**src/rtl/hs4_pkg.sv**
```systemverilog
// Shared types and helpers for the four-phase link endpoints.
package hs4_pkg;

  typedef enum logic {
    IDLE = 1'b0,
    ACK  = 1'b1
  } hs4_state_e;

  localparam int B_DEF = 16;

  function automatic int clog2(input int v);
    int r;
    r = 0;
    for (int i = 0; i < 31; i++) begin
      if ((1 << i) < v) r = i + 1;
    end
    return r;
  endfunction

endpackage

```
**src/rtl/hs4_sync.sv**
```systemverilog
// Single-bit multi-flop synchroniser with synchronous active-high reset.
module hs4_sync #(
  parameter int STAGES = 2
) (
  input  logic clk,
  input  logic rst,
  input  logic d_i,
  output logic q_o
);

  logic [STAGES-1:0] sync_q;

  always_ff @(posedge clk) begin
    if (rst) sync_q <= '0;
    else     sync_q <= {sync_q[STAGES-2:0], d_i};
  end

  assign q_o = sync_q[STAGES-1];

endmodule

```
**src/rtl/hs4_receiver.sv**
```systemverilog
// Four-phase req/ack receiver with show-ahead receive FIFO.
// Optional statistics (rx_count, stall_seen) enabled by macro HS4_RX_STATS_EN.
module hs4_receiver
  import hs4_pkg::*;
#(
  parameter int B           = B_DEF,
  parameter int DEPTH       = 4,
  parameter int SYNC_STAGES = 2
) (
  input  logic         clk,
  input  logic         rst,
  input  logic         req_in,
  input  logic [B-1:0] data_in,
  output logic         ack_out,
  output logic [B-1:0] out_data,
  output logic         out_valid,
  input  logic         out_ready
`ifdef HS4_RX_STATS_EN
  ,
  output logic [31:0]  rx_count,
  output logic         stall_seen
`endif
);

  localparam int PW = clog2(DEPTH);
  localparam int CW = PW + 1;
  localparam logic [CW-1:0] FULL = CW'(DEPTH);

  logic          req_s;
  hs4_state_e    state_q;
  logic          ack_q;
  logic [B-1:0]  mem_q [DEPTH];
  logic [PW-1:0] wr_ptr_q, wr_ptr_d;
  logic [PW-1:0] rd_ptr_q, rd_ptr_d;
  logic [CW-1:0] count_q, count_d;
  logic          full, push, pop;

  hs4_sync #(.STAGES(SYNC_STAGES)) u_req_sync (
    .clk (clk),
    .rst (rst),
    .d_i (req_in),
    .q_o (req_s)
  );

  // Full check uses the pre-edge count, so a same-cycle pop never frees room for a push.
  assign full = (count_q == FULL);
  assign push = (state_q == IDLE) && req_s && !full;
  assign pop  = (count_q != '0) && out_ready;

  always_comb begin
    wr_ptr_d = wr_ptr_q;
    rd_ptr_d = rd_ptr_q;
    count_d  = count_q;
    if (push) wr_ptr_d = wr_ptr_q + PW'(1);
    if (pop)  rd_ptr_d = rd_ptr_q + PW'(1);
    case ({push, pop})
      2'b10:   count_d = count_q + CW'(1);
      2'b01:   count_d = count_q - CW'(1);
      default: count_d = count_q;
    endcase
  end

  always_ff @(posedge clk) begin
    if (rst) begin
      state_q <= IDLE;
      ack_q   <= 1'b0;
    end else begin
      case (state_q)
        IDLE: begin
          if (push) begin
            ack_q   <= 1'b1;
            state_q <= ACK;
          end
        end
        ACK: begin
          if (!req_s) begin
            ack_q   <= 1'b0;
            state_q <= IDLE;
          end
        end
        default: begin
          ack_q   <= 1'b0;
          state_q <= IDLE;
        end
      endcase
    end
  end

  always_ff @(posedge clk) begin
    if (rst) begin
      wr_ptr_q <= '0;
      rd_ptr_q <= '0;
      count_q  <= '0;
    end else begin
      wr_ptr_q <= wr_ptr_d;
      rd_ptr_q <= rd_ptr_d;
      count_q  <= count_d;
    end
  end

  // Storage needs no reset: an empty FIFO masks its contents.
  always_ff @(posedge clk) begin
    if (push) mem_q[wr_ptr_q] <= data_in;
  end

  assign ack_out   = ack_q;
  assign out_valid = (count_q != '0);
  assign out_data  = out_valid ? mem_q[rd_ptr_q] : '0;

`ifdef HS4_RX_STATS_EN
  logic [31:0] rx_count_q;
  logic        stall_q;

  always_ff @(posedge clk) begin
    if (rst) begin
      rx_count_q <= '0;
      stall_q    <= 1'b0;
    end else begin
      if (push) rx_count_q <= rx_count_q + 32'd1;
      if ((state_q == IDLE) && req_s && full) stall_q <= 1'b1;
    end
  end

  assign rx_count   = rx_count_q;
  assign stall_seen = stall_q;
`endif

endmodule

```
**config.mk**
```make
export PLATFORM = sky130hd
export DESIGN_NAME = hs4_receiver
export DESIGN_NICKNAME = d
export VERILOG_FILES = /design/src/rtl/hs4_pkg.sv /design/src/rtl/hs4_sync.sv /design/src/rtl/hs4_receiver.sv
export SDC_FILE = /design/constraint.sdc
export NUM_CORES = 1
export LEC_CHECK = 0
export ABC_AREA = 1
export CAP_MARGIN = 5
export CORE_MARGIN = 10
export CORE_UTILIZATION = 55
export DETAILED_ROUTE_END_ITERATION = 10
export HOLD_SLACK_MARGIN = 0.02
export PLACE_DENSITY = 0.85
export SLEW_MARGIN = 10
export SYNTH_ARGS = -nofsm -noshare
export SYNTH_HDL_FRONTEND = slang
export SYNTH_HIERARCHICAL = 1
export SYNTH_SLANG_ARGS = --single-unit
```
**constraint.sdc**
```tcl
create_clock -name clk -period 2.7 [get_ports clk]
set_input_delay 0.405 -clock clk [delete_from_list [all_inputs] [get_ports clk]]
set_output_delay 0.405 -clock clk [all_outputs]
set_load 0.02 [all_outputs]
```
Yosys cells after proc, flatten, opt, wreduce, memory -nomap -nowiden

Memory sizes are Yosys's and may differ from the RTL's. A register that Yosys moved wholly into a read port is not among the register bits.
Cells that the tools add are included.

Register bits after elaboration: 11
Bits in latches: 0
Memory bits (writable): 64
Memory bits (read-only): 0
Input bits: 20
Output and inout bits: 18
Word-level logic and storage cells: 35
Memories kept: 1

Memories:

| memory | words | width | rd ports | clocked after memory_dff | write ports | RTL line           | text |
|---|---|---|---|---|---|---|---|
| mem_q  | 4     | 16    | 1        | 1                        | 1           | hs4_receiver.sv:32 | `logic [B-1:0] mem_q [DEPTH];` |

Add/sub/neg operators: 4
$mul: 0
Divide/modulo/power cells: 0
$lt $le $gt $ge: 0
Eq/ne operators: 5
Shifts and indexed selects: 0
Muxes and demuxes: 11
Bitwise logic cells: 1
Reductions and logical operators: 7

Operators with widths:

| kind                  | count |
|---|---|
| $mux W16              | 1 |
| $pmux W3 S2           | 1 |
| $mux W1               | 5 |
| $add A2 B1 Y2 const B | 2 |
| $mux W2               | 2 |
| $ne A2 B2 Y1 const B  | 2 |
| $pmux W1 S2           | 2 |
| $add A3 B1 Y3 const B | 1 |
| $eq A3 B3 Y1 const B  | 1 |
| $logic_and A1 B1 Y1   | 3 |
| $reduce_bool A3 Y1    | 1 |
| $sub A3 B1 Y3 const B | 1 |
| $eq A2 B1 Y1 const B  | 1 |
| $eq A2 B2 Y1 const B  | 1 |
| $reduce_and A2 Y1     | 1 |
| $reduce_bool A2 Y1    | 1 |
| $logic_not A1 Y1      | 1 |
| $not A1 Y1            | 1 |

Longest topological paths before layout

Depth after elaboration: 5
Depth in mapped cells: 13
Depth with buffers taken out: 13

Cells and area by module

Netlist, hierarchy kept.

Modules (own cells, without submodules):

| module       | instances | cells each | area each (um2) |
|---|---|---|---|
| hs4_receiver | 1         | 267        | 3094.2 |
| hs4_sync     | 1         | 6          | 55.1 |

Worst setup path before layout

OpenSTA, ideal clock, no wires.

Path type: register -> register
From: reg u_req_sync.sync_q[1]
To: mem mem_q[0][0] in the netlist's numbering (enable)
Library setup time: 0.389 ns
Arrival: 1.391 ns
Setup slack: 0.921 ns
Cell stages (with the launch flop): 5
Clock period less this slack: 1.779 ns
Path through: dfxtp_1 > inv_1 > nor2_1 > nand2_2 > nor2_1

Cells in the longest elaborated chain, start to end: 4

Ends and longest elaborated chain:

| what                              | RTL line            | text |
|---|---|---|
| start: declaration                | hs4_sync.sv:11      | `logic [STAGES-1:0] sync_q;` |
| start signal: assignment          | hs4_sync.sv:15      | `else sync_q <= {sync_q[STAGES-2:0], d_i};` |
| $logic_and A1 B1 Y1 (2 in series) | hs4_receiver.sv:47  | `assign push = (state_q == IDLE) && req_s && !full;` |
| $mux W1                           | hs4_receiver.sv:103 | `if (push) mem_q[wr_ptr_q] <= data_in;` |
| $mux W1 (implied by the code)     | hs4_receiver.sv:103 |  |
| end: declaration                  | hs4_receiver.sv:32  |  |

No other way between the ends.

==> out/qor.csv <==
metric;value;unit
status;complete, no violations;
Crit. End Element;output pin;
depth of the CTS H-tree;3;
critical path, cell by cell;buf_4 > inv_6 > o21ai_0 > a21oi_1 > clkdlybuf4s50_1;
mux contribution to synthesized area;0;
Critical Setup Path Class;flop to output pin;
HPWL after DPL;4020;um
Yosys warning count;6;
Hold Fails Final Rpt;0;
post-synthesis compound-gate area fraction;0.0922;
post-route DRC violation count;0;
GRT Total Usage;0.139;
first-pass GRT wire length;9760;um
area taken by multi-input logic gates;771;um^2
Die X;95.7;um
mapped cell area;3150;um^2
Avg WL per Cell;15.5;um
drt via density;5.17;
period utilization;0.938;
hold-critical path endpoint;u_req_sync/sync_q[1];
min-delay src;u_req_sync/sync_q[0];
Slew @ Worst Pin;591;ps
initial antenna violation count;0;
Row Count;27;
worst-path fanout max;32;
Initial Util;0.568;
antenna viol nets, final;0;
setup_tns;0;ps
CP max stage cell;clkdlybuf4s50_1;
Clock Power Share;0.252;
reg2reg end;mem_q[0][13];
worst rel slew slack;0.605;
nets@finish;343;
R2R Path Start;u_req_sync/sync_q[1];
Core Box Area;5540;um^2
# fillers;398;
XOR/XNOR share of the synthesized area;0;
commonest non-fill, non-tap cell in the layout;nor2_1;
Synth Area in Adders;0.0262;
Mean Syn Cell Area;11.5;um^2
Tot Pwr;3.22;mW
1st-iter DRT viols;165;
Seq/Total Area, Yosys;0.693;
worst r2r path cells;5;
synth unique cells;23;
pin count of the biggest net entering global routing;33;
flops & latches, synth;77;
number of global-route vias before repair;2100;
most frequent cells in the layout;nor2_1 (77), edfxtp_1 (64), clkdlybuf4s50_1 (35);
Place WS;338;ps
gate count of the mapped netlist;273;
Max clock buf depth;2;
P_sw;1.06;mW
Critical Path Source Type;flop;
router iterations before antenna repair;4;
Die Span Y;95.7;um
ranking of synthesized cells by area;edfxtp_1 (61%), nor2_1 (9.2%), dfxtp_1 (8.3%), o21ai_1 (3.8%), a21oi_1 (3.3%);
total of max-cap violations;0;
io pins;38;
Final WS setup;167;ps
CP peak stage delay;640;ps
Num CTS Buffers;9;
Comb pwr share;0.319;
leak pwr;1.37;nW
achievable frequency;395;MHz
Setup Buffers After CTS;0;
Clock Pin Slew Worst Setup and Hold Paths;80;ps
Worst EP required;2300;ps
RSZ-0062 raised after global routing;false;
Synth Area in Simple Gates;0.126;
largest family of logic cells by synthesized area;simple AND/OR/NAND/NOR gates;
# setup viols final;0;
CTS sink cnt;77;
vias after detailed routing;2036;
area leader, netlist;edfxtp_1;
Placer Congestion;0.784;
share of the synthesized area in the top cell type;0.610;
Synth Net Count;299;
diode count;0;
clk_skew;11.0;ps
pwr/cell area;856;nW/um^2
Port Buf Inserts;37;
Area growth syn-to-layout;19.3;%
dpl cells;378;
class of the worst hold path;flop to flop;
Post-Layout Cell Count;394;
post-route design area;3760;um^2
Max VDD drop;0.000561;V
Sw Share;0.329;
reg-to-reg slack, setup;810;ps
Worst EP arrival;2130;ps
Worst-Skew Late Latency;340;ps
hold_ws;401;ps
Min-Delay Path Depth;2;
root buf cell;clkbuf_8;
die area;9150;um^2
fin util;0.678;
Placed Area;3560;um^2
max-slew violations;0;
min Tclk post-route;2530;ps
DRT Wirelength;6110;um
Register Area;2180;um^2
CTS tree;built;
Flop pwr share;0.428;
grt total ovfl;0;
share of layout cells above drive strength 1;0.0932;
P_int;2.16;mW
==> worst max-delay path, delay by kind of cell, from the launching register on <==
family / cells / cell delay [ps]
buffers and inverters: 3 / 1040
AOI/OAI and AO/OA: 2 / 350
DFF: 1 / 400
==> how the worst max path moves through the flow <==
| stage | end | cells after the start | slack, ps |
|---|---|---|---|
| detailed placement | out_data[2] | 6 | 340 |
| CTS | out_data[2] | 6 | 60 |
| global route | out_data[6] | 6 | 50 |
| global placement | out_data[2] | 6 | 400 |
| floorplan | mem_q[0][0] | 4 | 920 |
| finish | out_data[1] | 5 | 170 |
==> power groups by stage <==
stage | Clock, mW | Combinational [mW] | Sequential (mW)
2_1_floorplan | 0 | 0.677 | 1.38
3_3_place_gp | 0 | 1.01 | 1.40
3_5_place_dp | 0 | 1.04 | 1.40
4_1_cts | 0.826 | 1.04 | 1.38
5_1_grt | 0.871 | 1.13 | 1.38
6_report | 0.811 | 1.03 | 1.38
==> layer usage <==
layer	up-vias	global-route usage	wire [um]
met4	0	0.0823	71
met5	-	0	0
met1	959	0.156	2480
li1	1011	-	-
met2	58	0.240	3250
met3	8	0.0299	309
==> logic make-up after synthesis <==
family | Yosys count
buffers and inverters | 34
adder cells (fa/ha/maj) | 6
flip-flops | 77
AND/OR/NAND/NOR | 99
AO/OA/AOI/OAI | 57
==> registers in the layout, summed over array words and instances (netlist names), named ones only <==
signal / count
count_q: 3
u_req_sync/sync_q: 2
ack_out: 1
state_q: 1
mem_q: 64
wr_ptr_q: 2
rd_ptr_q: 2
==> Yosys cell counts (all sizes together) <==
master   n
nor2    78
a21oi   21
fa       1
edfxtp  64
o21ai   34
inv     23
clkbuf   1
ha       5
a22oi    1
nand2   16
nand3    5
dfxtp   13
buf     10
o211ai   1
==> cell type report <==
type / count / area share
timing repair buffer: 44 / 0.114
clock inverter: 7 / 0.0177
sequential: 77 / 0.581
tap: 72 / 0.0240
multi-input combinational: 162 / 0.205
inverter: 23 / 0.0250
clock buffer: 9 / 0.0330
==> what timing repair did <==
| item | 4_1_cts | 5_1_grt |
|---|---|---|
| cloned | 0 | 0 |
| hold buffers | 0 | 0 |
| resized for setup | 1 | 3 |
| setup endpoints to repair | 3 | 2 |
Power figures use the tool's default switching activity.
==> RTL change (same flow settings) <==
Build with the macro `HS4_RX_STATS_EN` defined.
--- a/src/rtl/hs4_receiver.sv
+++ b/src/rtl/hs4_receiver.sv
@@ -1,5 +1,7 @@
 // Four-phase req/ack receiver with show-ahead receive FIFO.
 // Optional statistics (rx_count, stall_seen) enabled by macro HS4_RX_STATS_EN.
+`define HS4_RX_STATS_EN
+
 module hs4_receiver
   import hs4_pkg::*;
 #(
Check against the original RTL (old outputs only; new: rx_count and stall_seen): equivalent (Yosys induction, for registers that start in step).
==> RTL change against the original RTL <==
- routed wire length grew 84%
- power grew 3.4%
- synthesized area rose by 56%
- die area grew 43%
- final area grew 58%
- final cell count up 87%
- setup slack better by 0.015 ns
- sequential cell count up 33
- critical path type unchanged
- largest cell class unchanged
==> RTL change: results (changes against the original RTL) <==
| Metric | Value |
|---|---|
| Filler Cells Inserted | 662 (+66%) |
| Reg2reg start | count_q[1] |
| Met2 Use GR | 0.309 (+0.0693) |
| Arrival time at the worst endpoint | 2.11 ns (-0.02 ns) |
| Met3 GRT Util | 0.0566 (+0.0268) |
| Clk_lat worst skew | 0.36 ns (+0.02 ns) |
| Wirelength, routed | 11200 um (+84%) |
| Sequential-to-total area share from yosys stat | 0.579 (-0.114) |
| Final GP Congestion | 0.920 (+17%) |
| Input/output buffers | 70 (+89%) |
| Clk. pwr | 915 uW (+13%) |
| DR WL met3 | 885 um (+190%) |
| Largest net degree at the start of global routing | 25 (-24%) |
| Pre-CTS setup slack | 0.398 ns (+0.0595 ns) |
| First-pass GRT wire length | 18600 um (+91%) |
| Synth Net Count | 574 (+92%) |
| Pint | 2.39 mW (+11%) |
| Syn Area/Cell | 8.98 um2 (-22%) |
| Worst Setup EP | out_data[2] |
| Synth Area in Compound Gates | 0.108 (+0.0154) |
| Psw | 938 uW (-11%) |
| Clock-pin slew on the worst setup and hold paths | 0.10 ns (+0.02 ns) |
| WL met2 | 5790 um (+78%) |
| Synth unique cells | 37 (+61%) |
| Vias | 3917 (+92%) |
| Peak supply drop | 0.341 mV (-39%) |
| Synth top area cells | edfxtp_1, dfxtp_1, nor2_1 |
| Worst Reg2Reg Path Length in Cells | 10 (+5) |
| Clk_skew | 0.0131 ns (+0.00210 ns) |
| Dpl cell area | 5760 um2 (+62%) |
| Commonest cells in the netlist | nor2_1, nand2_1, edfxtp_1 |
| Nets | 650 (+90%) |
| Power of the sequential group | 1.83 mW (+33%) |
| Placed insts | 720 (+90%) |
| Worst-margin pin slew | 0.579 ns (-0.0120 ns) |
| Final worst slack | 0.182 ns (+0.0151 ns) |
| Post-Synth XOR/XNOR Area | 0.00178 (+0.00178) |
| Hold Slack | 0.419 ns (+0.0181 ns) |
| DR pass1 iterations | 5 (+1) |
| Status | completed |
| All-layer global routing usage | 0.174 (+0.0343) |
| M1 WL | 4430 um (+79%) |
| LEAKAGE | 2.12 nW (+54%) |
-- RTL change: cell types whose count changed after synthesis, sizes merged, moves of 2 or more --
| cell | delta |
|---|---|
| inv | +37 |
| o21bai | +3 |
| nand2 | +63 |
| clkbuf | +7 |
| dfxtp | +33 |
| a31oi | +2 |
| nor3 | +2 |
| nand3 | +15 |
| nor2 | +58 |
| o21ai | +20 |
| a21oi | +19 |
| nand4 | +9 |
-- RTL change: kinds of logic (layout without fill, tap and decap cells) --
logic type / after synthesis / count (layout)
AO/OA/AOI/OAI: 101 / 101
XOR/XNOR: 1 / 1
adder cells (fa/ha/maj): 7 / 7
buffers and inverters: 78 / 158
flip-flops: 110 / 110
AND/OR/NAND/NOR: 250 / 250
-- RTL change: area by class of cell --
type	instances	area, um2	share of cell area
Timing Repair Buffer	82	791	0.133
Tap cell	108	135	0.0228
Inverter	61	229	0.0386
Clock buffer	9	124	0.0209
Multi-Input combinational cell	359	1760	0.297
Clock inverter	6	55.1	0.00927
Sequential cell	110	2840	0.479
